[src/rtl/cpld_serial_slave.sv]
// CPLD-side endpoint of the FPGA<->CPLD 4-wire serial link (FPGA is master).
// Latency: pin edge -> internal rise pulse SYNC_STAGES+1 clk; frame outputs / miso update one clk after that.
// Backpressure: none; the master paces everything through sclk, and outputs hold when sclk is idle.
//
// Ports:
//   clk, rst            local clock (>= 8x sclk), synchronous active-high reset
//   sclk, ld, mosi      master serial clock, load-slot strobe, data in (LSB first)
//   miso                data to master (LSB first): sw[0..7], nav[0..4], 0,0,0
//   sw_in, nav_in       raw slide switches / nav buttons
//   led, seg            frame bits 7:0 / 15:8
//   dig                 one-hot digit enable, alternates on every valid frame
//   frame_stb/frame_err one-clk pulse on frame latched / frame discarded
//
// Optional build macro SW_DEBOUNCE_EN: adds a DB_CYCLES stable-time debouncer per sw/nav bit.

module cpld_serial_slave #(
    parameter int SYNC_STAGES = 2,
    parameter int FRAME_BITS  = 16,
    parameter int DB_CYCLES   = 20000
) (
    input  logic       clk,
    input  logic       rst,
    input  logic       sclk,
    input  logic       ld,
    input  logic       mosi,
    output logic       miso,
    input  logic [7:0] sw_in,
    input  logic [4:0] nav_in,
    output logic [7:0] led,
    output logic [7:0] seg,
    output logic [1:0] dig,
    output logic       frame_stb,
    output logic       frame_err
);

    // Elaboration-time parameter sanity check.
    generate
        if (SYNC_STAGES < 2 || FRAME_BITS < 1 || DB_CYCLES < 1) begin : g_param_check
            $error("cpld_serial_slave: SYNC_STAGES must be >= 2, FRAME_BITS and DB_CYCLES >= 1");
        end
    endgenerate

    localparam int CNT_W = $clog2(FRAME_BITS + 2);

    typedef enum logic {
        ST_IDLE  = 1'b0,
        ST_SHIFT = 1'b1
    } state_t;

    // ------------------------------------------------------------------
    // Input synchronisers
    // ------------------------------------------------------------------
    logic [SYNC_STAGES-1:0] r_sclk_sync;
    logic [SYNC_STAGES-1:0] r_ld_sync;
    logic [SYNC_STAGES-1:0] r_mosi_sync;
    logic [7:0]             r_sw_sync  [SYNC_STAGES];
    logic [4:0]             r_nav_sync [SYNC_STAGES];
    logic                   r_sclk_prev;

    always_ff @(posedge clk) begin
        if (rst) begin
            r_sclk_sync <= '0;
            r_ld_sync   <= '0;
            r_mosi_sync <= '0;
            r_sclk_prev <= 1'b0;
            for (int i = 0; i < SYNC_STAGES; i++) begin
                r_sw_sync[i]  <= '0;
                r_nav_sync[i] <= '0;
            end
        end else begin
            r_sclk_sync <= {r_sclk_sync[SYNC_STAGES-2:0], sclk};
            r_ld_sync   <= {r_ld_sync[SYNC_STAGES-2:0],   ld};
            r_mosi_sync <= {r_mosi_sync[SYNC_STAGES-2:0], mosi};
            r_sclk_prev <= r_sclk_sync[SYNC_STAGES-1];
            r_sw_sync[0]  <= sw_in;
            r_nav_sync[0] <= nav_in;
            for (int i = 1; i < SYNC_STAGES; i++) begin
                r_sw_sync[i]  <= r_sw_sync[i-1];
                r_nav_sync[i] <= r_nav_sync[i-1];
            end
        end
    end

    logic w_rise;
    logic w_ld_s;
    logic w_mosi_s;

    // ld and mosi are taken from the same synchronised cycle as the rise pulse,
    // so they carry the level the master set up before its sclk rising edge.
    assign w_rise   = r_sclk_sync[SYNC_STAGES-1] & ~r_sclk_prev;
    assign w_ld_s   = r_ld_sync[SYNC_STAGES-1];
    assign w_mosi_s = r_mosi_sync[SYNC_STAGES-1];

    // ------------------------------------------------------------------
    // Switch / nav conditioning
    // ------------------------------------------------------------------
    logic [12:0] w_in_raw;
    logic [12:0] w_in_cond;

    assign w_in_raw = {r_nav_sync[SYNC_STAGES-1], r_sw_sync[SYNC_STAGES-1]};

`ifdef SW_DEBOUNCE_EN
    localparam int DB_W = $clog2(DB_CYCLES + 1);

    logic [12:0]     r_db_val;
    logic [DB_W-1:0] r_db_cnt [13];

    // A bit's conditioned value follows the raw value only after it has
    // disagreed for DB_CYCLES consecutive cycles; any agreement restarts it.
    always_ff @(posedge clk) begin
        if (rst) begin
            r_db_val <= '0;
            for (int i = 0; i < 13; i++) begin
                r_db_cnt[i] <= '0;
            end
        end else begin
            for (int i = 0; i < 13; i++) begin
                if (w_in_raw[i] == r_db_val[i]) begin
                    r_db_cnt[i] <= '0;
                end else if (r_db_cnt[i] == DB_W'(DB_CYCLES - 1)) begin
                    r_db_val[i] <= w_in_raw[i];
                    r_db_cnt[i] <= '0;
                end else begin
                    r_db_cnt[i] <= r_db_cnt[i] + 1'b1;
                end
            end
        end
    end

    assign w_in_cond = r_db_val;
`else
    assign w_in_cond = w_in_raw;
`endif

    // ------------------------------------------------------------------
    // RX state machine
    // ------------------------------------------------------------------
    state_t           r_state;
    state_t           w_state_nxt;
    logic             w_do_shift;
    logic             w_do_latch;
    logic             w_do_err;
    logic [CNT_W-1:0] r_bit_cnt;

    always_ff @(posedge clk) begin
        if (rst) begin
            r_state <= ST_IDLE;
        end else begin
            r_state <= w_state_nxt;
        end
    end

    // A load slot is ld=1 qualified on the single rise pulse, so a shift and
    // a load can never happen on the same rise. The first data bit after
    // reset is counted, so a frame straight out of reset is complete.
    always_comb begin
        w_state_nxt = r_state;
        w_do_shift  = 1'b0;
        w_do_latch  = 1'b0;
        w_do_err    = 1'b0;
        case (r_state)
            ST_IDLE: begin
                if (w_rise) begin
                    w_state_nxt = ST_SHIFT;
                    if (w_ld_s) begin
                        w_do_err = 1'b1;
                    end else begin
                        w_do_shift = 1'b1;
                    end
                end
            end
            ST_SHIFT: begin
                if (w_rise) begin
                    w_state_nxt = ST_SHIFT;
                    if (w_ld_s) begin
                        if (r_bit_cnt == CNT_W'(FRAME_BITS)) begin
                            w_do_latch = 1'b1;
                        end else begin
                            w_do_err = 1'b1;
                        end
                    end else begin
                        w_do_shift = 1'b1;
                    end
                end
            end
            default: begin
                w_state_nxt = ST_IDLE;
            end
        endcase
    end

    // ------------------------------------------------------------------
    // RX datapath and display outputs
    // ------------------------------------------------------------------
    logic [15:0] r_rx;
    logic [7:0]  r_led;
    logic [7:0]  r_seg;
    logic [1:0]  r_dig;
    logic        r_frame_stb;
    logic        r_frame_err;

    always_ff @(posedge clk) begin
        if (rst) begin
            r_rx        <= '0;
            r_bit_cnt   <= '0;
            r_led       <= '0;
            r_seg       <= '0;
            r_dig       <= '0;
            r_frame_stb <= 1'b0;
            r_frame_err <= 1'b0;
        end else begin
            r_frame_stb <= w_do_latch;
            r_frame_err <= w_do_err;
            if (w_do_shift) begin
                r_rx <= {w_mosi_s, r_rx[15:1]};
                // Saturating one past a full frame keeps over-long frames invalid.
                if (r_bit_cnt != CNT_W'(FRAME_BITS + 1)) begin
                    r_bit_cnt <= r_bit_cnt + 1'b1;
                end
            end
            if (w_do_latch || w_do_err) begin
                r_bit_cnt <= '0;
            end
            if (w_do_latch) begin
                r_led <= r_rx[7:0];
                r_seg <= r_rx[15:8];
                // 00 (post-reset) and any illegal code restart at digit 0.
                r_dig <= (r_dig == 2'b01) ? 2'b10 : 2'b01;
            end
        end
    end

    // ------------------------------------------------------------------
    // TX path
    // ------------------------------------------------------------------
    logic [15:0] r_tx;
    logic        r_tx_adv;
    logic        r_miso;

    // miso follows the tx register one clk after each shift, so it changes
    // only just after an sclk rising edge and is stable at the master's
    // falling-edge sample point.
    always_ff @(posedge clk) begin
        if (rst) begin
            r_tx     <= '0;
            r_tx_adv <= 1'b0;
            r_miso   <= 1'b0;
        end else begin
            r_tx_adv <= w_do_shift;
            if (r_tx_adv) begin
                r_miso <= r_tx[0];
            end
            if (w_do_shift) begin
                r_tx <= {1'b0, r_tx[15:1]};
            end
            if (w_do_latch || w_do_err) begin
                r_tx   <= {3'b000, w_in_cond};
                r_miso <= w_in_cond[0];
            end
        end
    end

    assign miso      = r_miso;
    assign led       = r_led;
    assign seg       = r_seg;
    assign dig       = r_dig;
    assign frame_stb = r_frame_stb;
    assign frame_err = r_frame_err;

endmodule

[config.mk]
export PLATFORM = sky130hd
export DESIGN_NAME = cpld_serial_slave
export DESIGN_NICKNAME = d
export VERILOG_FILES = /design/src/rtl/cpld_serial_slave.sv
export SDC_FILE = /design/constraint.sdc
export NUM_CORES = 1
export LEC_CHECK = 0
export ABC_AREA = 0
export ABC_CLOCK_PERIOD_IN_PS = 1800
export BUFFER_PORTS_ARGS = -buffer_cell sky130_fd_sc_hd__buf_2
export CAP_MARGIN = 10
export CORE_ASPECT_RATIO = 1.75
export CORE_MARGIN = 2
export CORE_UTILIZATION = 53
export DETAILED_ROUTE_END_ITERATION = 10
export GPL_TIMING_DRIVEN = 0
export PLACE_DENSITY = 0.83
export SYNTH_ARGS = -nofsm -noshare
export SYNTH_HDL_FRONTEND = slang
export SYNTH_SLANG_ARGS = --single-unit
[constraint.sdc]
create_clock -name clk -period 1.8 [get_ports clk]
set_input_delay 0.18 -clock clk [delete_from_list [all_inputs] [get_ports clk]]
set_output_delay 0.18 -clock clk [all_outputs]
set_load 0.03 [all_outputs]
== Word-level counts from Yosys, hierarchy flattened ==
Memory sizes are Yosys's and may differ from the RTL's.
Cells that the tools add are included.

* Register bits after elaboration: 64
* Memory bits (writable): 26
* Input port bits: 18
* Output and inout bits: 21
* Word-level logic and storage cells: 59
* Memories kept: 2

* Add/subtract/negate cells: 1
* Equal/unequal tests: 3
* Muxes and demuxes: 26
* Bitwise gates (word level): 7
* Reductions and logical operators: 5

{| class="wikitable"
|+ Memory list
! name !! words !! width !! rd ports !! clocked after memory_dff !! wr ports !! RTL line !! text
|-
| r_sw_sync || 2 || 8 || 2 || 0 || 2 || 56 || <nowiki>logic [7:0] r_sw_sync [SYNC_STAGES];</nowiki>
|-
| r_nav_sync || 2 || 5 || 2 || 0 || 2 || 57 || <nowiki>logic [4:0] r_nav_sync [SYNC_STAGES];</nowiki>
|}

{| class="wikitable"
|+ Operator list
! kind !! number
|-
| two-way mux 13 bit || 2
|-
| two-way mux 1 bit || 17
|-
| two-way mux 8 bit || 2
|-
| two-way mux 5 bit || 2
|-
| adder 5 x 1 -> 5 bit, second input constant || 1
|-
| equality test 5 bit, second input constant || 1
|-
| inequality test 5 bit, second input constant || 1
|-
| OR 1 bit || 4
|-
| one-hot mux 1 bit (2 select lines) || 2
|-
| nonzero test 2 bit || 2
|-
| equality test 2 x 1 -> 1 bit, second input constant || 1
|-
| two-way mux 2 bit || 1
|-
| NOT 1 bit || 2
|-
| AND reduction 2 bit || 1
|-
| OR reduction 2 bit || 1
|-
| bitwise AND 1 bit || 1
|-
| logical OR 1 bit || 1
|}

== Longest topological paths before layout ==
Gate-level depths: netlist (run 1).

* Word-level depth: 7
* Depth in mapped cells: 7
* Depth with buffers taken out: 5

== Worst setup path before layout (run 1) ==
OpenSTA, ideal clock, no wires.

* Path kind: register to register
* From: register r_bit_cnt[2]
* To: register r_led[7] (netlist: led[7])
* Library setup time: 0.132 ns
* Arrival: 1.371 ns
* Required time: 1.668 ns
* Path slack: 0.297 ns
* Stages on the path, launching flop included: 6
* Buffers on the path: 2
* Clock period less this slack: 1.503 ns
* Cells stage by stage: dfxtp_1 or3b_2 buf_2 buf_6 o31ai_1 a21oi_1

* Longest elaborated chain between the ends: 5

{| class="wikitable"
|+ RTL lines
! element !! RTL line !! text
|-
| start, declared || 143 || <nowiki>logic [CNT_W-1:0] r_bit_cnt;</nowiki>
|-
| start signal, assigned || 218 || <nowiki>r_bit_cnt <= r_bit_cnt + 1'b1;</nowiki>
|-
| equality test 5 bit || 176 || <nowiki>if (r_bit_cnt == CNT_W'(FRAME_BITS)) begin</nowiki>
|-
| two-way mux 1 bit || 176 ||
|-
| two-way mux 1 bit || 175 || <nowiki>if (w_ld_s) begin</nowiki>
|-
| two-way mux 1 bit || 173 || <nowiki>if (w_rise) begin</nowiki>
|-
| two-way mux 1 bit || 161 || <nowiki>case (r_state)</nowiki>
|-
| end signal, assigned || 225 || <nowiki>r_led <= r_rx[7:0];</nowiki>
|-
| end, declared || 196 || <nowiki>logic [7:0] r_led;</nowiki>
|}

No other way between the ends.
A chain may end at the register's enable or synchronous reset.

== Final worst setup path (run 1) ==
* From: register r_bit_cnt[2]
* To: register r_seg[7] (netlist: seg[7])

* Longest elaborated chain between the ends: 5

{| class="wikitable"
|+ RTL lines
! element !! RTL line !! text
|-
| equality test 5 bit || 176 ||
|-
| two-way mux 1 bit || 176 ||
|-
| two-way mux 1 bit || 175 ||
|-
| two-way mux 1 bit || 173 ||
|-
| two-way mux 1 bit || 161 ||
|-
| end signal, assigned || 226 || <nowiki>r_seg <= r_rx[15:8];</nowiki>
|-
| end, declared || 197 || <nowiki>logic [7:0] r_seg;</nowiki>
|}

No other way between the ends.

==> impl_metrics.csv, run 1 <==
group,metric,value,unit
die,core.rowCount,37,
placed_design,numPlacedInstances,452,
sta,holdWs,27.17,ps
sta,fin_skew,6.970,ps
drt,antenna_left,0,
clocking,cts_max_level,3,
job,maxCapViolCount,0,
drt,drtPass1Iterations,4,
logic_synthesis,synth-edff-count,0,
clocking,hold_buffers,0,
placed_design,portBuffers,38,
layout,synthToLayoutAreaGrowth,15.97,%
drt,drc,0,
drt,via_per_inst,5.396,
logic_synthesis,synth.yosys.seq_area_share,55.43,%
worst_setup_path,cpPeakStageDelay,470,ps
sta,finalCritPeriodShare,93.27,%
worst_setup_path,cp-start-kind,"register",
clocking,clock_sinks,90,
logic_synthesis,ys_ff_latch,90,
placed_design,post-place-ws,-70.89,ps
die,die_area,0.006800,mm2
logic_synthesis,synth.largest_area_cell,"dfxtp_1",
placed_design,placed_area,0.003538,mm2
logic_synthesis,async_flop_share,0,%
logic_synthesis,synth_cell_types,31,
die,core_area,0.005926,mm2
sta,setup_viol_count_final,0,
die,initial_core_util,54.86,%
global_routing,grt_max_degree,15,
drt,wl_per_cell,13.08,um
sta,clock.fmax,0.5956,GHz
power_and_ir_drop,peakVddDrop,0.0006790,V
clocking,cts_root_buf,"clkbuf_8",
placed_design,dpl.hpwl,4.406,mm
logic_synthesis,synth_top_flop_cell,"dfxtp_1",
die,io_pins,39,
logic_synthesis,yosys_warnings,0,
worst_setup_path,arrival,1910,ps
sta,drv_slew,0,
layout,drive_above_1_share,17.22,%
worst_hold_path,worstHoldPathType,"input pin to register",
power_and_ir_drop,leakagePower,1.363,nW
layout,final_area,0.003770,mm2
worst_setup_path,crit_slowest_cell,"or3b_2",
logic_synthesis,syn_avg_cell_area,9.674,um2
layout,fillers,526,
logic_synthesis,syn_nets,357,
die,fp.dieW,63.20,um
global_routing,overflow,0,
worst_setup_path,crit_type,"register to register",
sta,setup_tns,0,ps
layout,num-nets-final,405,
sta,worst_slack,121.1,ps
global_routing,antenna_found_initial,0,
placed_design,gp_congestion,0.8435,
sta,grt_setup_unrepaired,"false",
worst_setup_path,worstPathCellList,"or3b_2, buf_2, buf_6, o31ai_1, a21oi_1",
sta,worst_pin_slew,626.8,ps
layout,diodes,0,
global_routing,grt_pass1_vias,2398,
logic_synthesis,syn_inst,336,
worst_setup_path,endpoint_kind,"register",
outcome,status,"completed",
die,die_y,107.6,um
global_routing,grt_pass1_wl,10.34,mm
logic_synthesis,synth_area_leaders,"dfxtp_1 (55%), nor2b_1 (6.7%), a21oi_1 (5.9%)",
layout,multi_input_area,0.001323,mm2
clocking,clock_latency,350,ps
drt,dr_total_vias,2520,
power_and_ir_drop,power.density,984.4,mW/mm2
clocking,clockBufferDepth,2,
sta,slew_headroom,57.65,%
clocking,path_clk_slew,80,ps
layout,layout.cells.non_filler,467,
worst_setup_path,critPathMaxFanout,10,
logic_synthesis,netlist_area,0.003251,mm2
sta,hold_violations,0,
logic_synthesis,yosysMostFrequentCell,"dfxtp_1",
worst_setup_path,crit_required,2030,ps
logic_synthesis,yosys-top-cells-count,"dfxtp_1 (90), a21oi_1 (38), nor2b_1 (35), nand2_1 (34), nand4_1 (18)",
drt,wl,6.107,mm
drt,drt_iter0_drc,128,
clocking,cts_tree,"done",
logic_synthesis,synth_top_area_share,55.43,%
global_routing,grtUsageTotal,19.55,%
clocking,cts_buffers,9,
layout,seqCellArea,0.001802,mm2
sta,period_needed,1679,ps
==> sequential cells by signal, summed over array words and instances, names as in the netlist, 2 cells and up <==
name / count
r_rx: 16
r_sw_sync: 16
r_tx: 13
r_nav_sync: 10
led: 8
seg: 8
r_bit_cnt: 5
dig: 2
r_ld_sync: 2
r_mosi_sync: 2
r_sclk_sync: 2
==> where the power goes <==
group | total (mW) | internal, mW | switching, mW
Clock | 1.48 | 0.815 | 0.664
Combinational | 0.171 | 0.0698 | 0.101
Sequential | 2.06 | 2.04 | 0.0204
==> stage by stage <==
step | total power, mW | utilization, %
global placement | 2.270 | 59.71
global route | 3.845 | 63.62
detailed placement | 2.279 | 59.71
finish | 3.711 | 63.62
floorplan | 2.222 | -
CTS | 3.746 | 63.43
==> repair_timing <==
action | CTS | global route
pin swaps | 0 | 0
resized for setup | 1 | 5
endpoints found under the setup margin | 9 | 12
setup buffers | 0 | 0
==> logic make-up (layout without fill, tap and decap cells) <==
logic type | count (synthesis) | after routing | synth area share (%)
and+or+nand+nor | 122 | 122 | 20.59
DFF | 90 | 90 | 55.43
AOI/OAI and AO/OA | 75 | 75 | 14.20
buffers and inverters | 32 | 85 | 4.311
muxes | 14 | 14 | 4.311
adders and majority gates | 3 | 3 | 1.155
==> layout make-up <==
| type | count | area share, % |
|---|---|---|
| flip-flops and latches | 90 | 47.79 |
| multi-input cells | 214 | 35.08 |
| repair buffers | 38 | 5.045 |
| clock buffers | 11 | 3.750 |
| plain buffers | 26 | 3.186 |
| well taps | 78 | 2.589 |
| clock inverters | 5 | 2.058 |
| inverters | 5 | 0.4978 |
==> critical path, delay by kind of cell, from the launching register on <==
kind,cells,cell delay (ps)
DFF,1,380
buffers and inverters,2,350
AOI/OAI and AO/OA,2,350
and+or+nand+nor,1,470
==> routing by layer <==
layer	wire length, um	vias to the layer above	part of all wire (%)	track usage, %
li1	-	1270	-	-
met1	2468	1180	40	20.66
met2	3220	58	53	35.49
met3	286	12	4.7	5.126
met4	132	0	2.2	9.472
met5	0	-	0	0
==> layout by cell type, fill, tap and decap left out, drive strengths merged, types with 4 or more instances in the layout <==
master | Yosys | routed
clkbuf | 17 | 28
nand2 | 34 | 34
nand2b | 4 | 4
inv | 5 | 5
buf | 10 | 47
dfxtp | 90 | 90
a21oi | 38 | 38
nand4 | 18 | 18
o31ai | 16 | 16
nor2 | 16 | 16
a211oi | 15 | 15
nor2b | 35 | 35
mux2i | 14 | 14
==> final timing paths <==
kind,to,depth (start not counted),slack (ps),startpoint
max,seg[7],5,120,r_bit_cnt[2]
min,r_sclk_sync[0],2,30,sclk
max reg2reg,seg[7],5,120,r_bit_cnt[2]
min reg2reg,r_nav_sync[0][8],1,440,r_nav_sync[0][3]
No activity file was read; power rests on OpenSTA's default activity.
==> run 2: changes to the inputs <==
- ABC_CLOCK_PERIOD_IN_PS: 1800 -> 1900
- clock period: 1.8 -> 1.9 ns (I/O delays scaled with it)
==> impl_metrics.csv, run 2 (synthesis results as in run 1) <==
group,metric,value,unit
sta,slew_headroom,57.86,%
global_routing,grt_pass1_wl,10.32,mm
layout,diodes,0,
sta,period_needed,1692,ps
drt,drt_iter0_drc,88,
worst_setup_path,critPathMaxFanout,10,
worst_setup_path,cp-start-kind,"register",
clocking,post-cts-setup-buffers,0,
drt,drtPass1Iterations,4,
sta,drv_slew,0,
job,maxCapViolCount,0,
drt,dr.max_layer_used,"met4",
placed_design,gp_congestion,0.8435,
layout,fillers,527,
worst_setup_path,reg2reg_slack,210,ps
worst_hold_path,min_from,"sclk",
power_and_ir_drop,peakVddDrop,0.0006435,V
drt,dr_total_vias,2519,
outcome,status,"completed",
worst_setup_path,arrival,1970,ps
drt,drt-met1-wl,2.459,mm
die,core_area,0.005926,mm2
global_routing,grt_max_degree,15,
sta,setup_viol_count_final,0,
worst_setup_path,r2r.worst_path.cells,5,
clocking,clock_sinks,90,
die,core.rowCount,37,
worst_hold_path,holdPathStages,2,
worst_hold_path,hold_end,"r_sclk_sync[0]",
worst_setup_path,r2r_start,"r_ld_sync[1]",
sta,worst_pin_slew,623.6,ps
drt,antenna_left,0,
die,die_area,0.006800,mm2
drt,drc,0,
worst_setup_path,crit_required,2180,ps
sta,finalCritPeriodShare,89.07,%
clocking,cts_root_buf,"clkbuf_8",
drt,wl_per_cell,13.06,um
die,fp.dieW,63.20,um
worst_setup_path,cpPeakStageDelay,510,ps
layout,reg_top3,"r_rx (16), r_sw_sync (16), r_tx (13)",
die,io_pins,39,
layout,layout_commonest_cell,"dfxtp_1",
drt,met2_wirelength,3.228,mm
worst_setup_path,worstPathCellList,"buf_6, nor3b_2, clkbuf_1, nand2_1, a21oi_1",
die,initial_core_util,54.86,%
placed_design,portBuffers,38,
worst_setup_path,r2r-end,"r_rx[11]",
layout,drive_above_1_share,16.97,%
power_and_ir_drop,leakagePower,1.363,nW
drt,via_per_inst,5.394,
global_routing,grt_pass1_vias,2393,
global_routing,antenna_found_initial,0,
clocking,cts_max_level,3,
drt,wl_met3,275,um
die,die_y,107.6,um
sta,grt_setup_unrepaired,"false",
placed_design,dpl.hpwl,4.406,mm
worst_setup_path,crit_type,"register to register",
clocking,cts_tree,"done",
worst_hold_path,worstHoldPathType,"input pin to register",
clocking,clockBufferDepth,2,
clocking,cts_buffers,9,
worst_setup_path,crit_slowest_cell,"nor3b_2",
sta,hold_violations,0,
power_and_ir_drop,finalPower,3.515,mW
clocking,path_clk_slew,80,ps
sta,fin_skew,7.459,ps
global_routing,overflow,0,
global_routing,grtUsageTotal,19.50,%
layout,synthToLayoutAreaGrowth,15.74,%
sta,setup_tns,0,ps
layout,mostFrequentLayoutCells,"dfxtp_1 (90), buf_2 (42), a21oi_1 (38)",
sta,clock.fmax,0.5909,GHz
clocking,clock_latency,360,ps
worst_setup_path,endpoint_kind,"register",
layout,num-nets-final,405,
drt,wl,6.098,mm
power_and_ir_drop,power.density,934.2,mW/mm2
-- run 2: worst max path at each step --
stage | startpoint | endpoint | slack (ps) | depth (start not counted)
floorplan | r_bit_cnt[2] | led[7] | 400 | 5
CTS | r_bit_cnt[0] | seg[7] | 7 | 7
finish | r_ld_sync[1] | r_rx[11] | 210 | 5
global placement | r_bit_cnt[0] | seg[5] | 140 | 7
global route | r_ld_sync[1] | r_rx[8] | 60 | 5
detailed placement | r_bit_cnt[0] | seg[7] | 30 | 7
-- run 2: critical path, delay by kind of cell (launching register included) --
| kind | cells | cell delay, ps |
|---|---|---|
| AND/OR/NAND/NOR | 2 | 620 |
| flip-flops | 1 | 320 |
| AO/OA/AOI/OAI | 1 | 140 |
| buffers and inverters | 2 | 530 |
-- run 2: power by group --
group | leakage, nW | internal (mW) | switching [mW]
logic | 0.520 | 0.0651 | 0.0956
registers | 0.734 | 1.93 | 0.0190
clock network | 0.109 | 0.772 | 0.630
-- run 2: per-stage QoR --
| step | instance area, um2 | utilization [%] | hold WS [ps] | setup WS (ps) | cells |
|---|---|---|---|---|---|
| after CTS | 3757 | 63.41 | 20.32 | 7.379 | 468 |
| after global routing | 3762 | 63.49 | 27.24 | 55.48 | 467 |
| after global placement | 3538 | 59.71 | 396.3 | 139.9 | 452 |
| after floorplan | 3251 | - | 318.2 | 397.1 | 336 |
| after detailed placement | 3538 | 59.71 | 401.6 | 29.11 | 452 |
| final | 3762 | 63.49 | 36.37 | 207.7 | 467 |
-- run 2: what timing repair did --
item,CTS,global route
setup endpoints to repair,0,10
hold buffers,0,0
gates resized for setup,0,5
-- run 2: final cells by class --
class                      count  area [um2]  share of cell area (%)
buffer                        26       120.1                   3.193
clock buffer                  11       141.4                   3.758
clock inverter                 5       77.57                   2.062
inverter                       5       18.77                  0.4988
multi-input combinational    214        1315                   34.95
sequential                    90        1802                   47.89
tap                           78       97.59                   2.594
timing repair buffer          38       190.2                   5.055
-- run 2: routing by layer --
metal	GRT usage, %	vias to the layer above
li1	-	1268
met1	20.60	1182
met2	35.41	56
met3	5.126	13
met4	9.472	0
met5	0	-
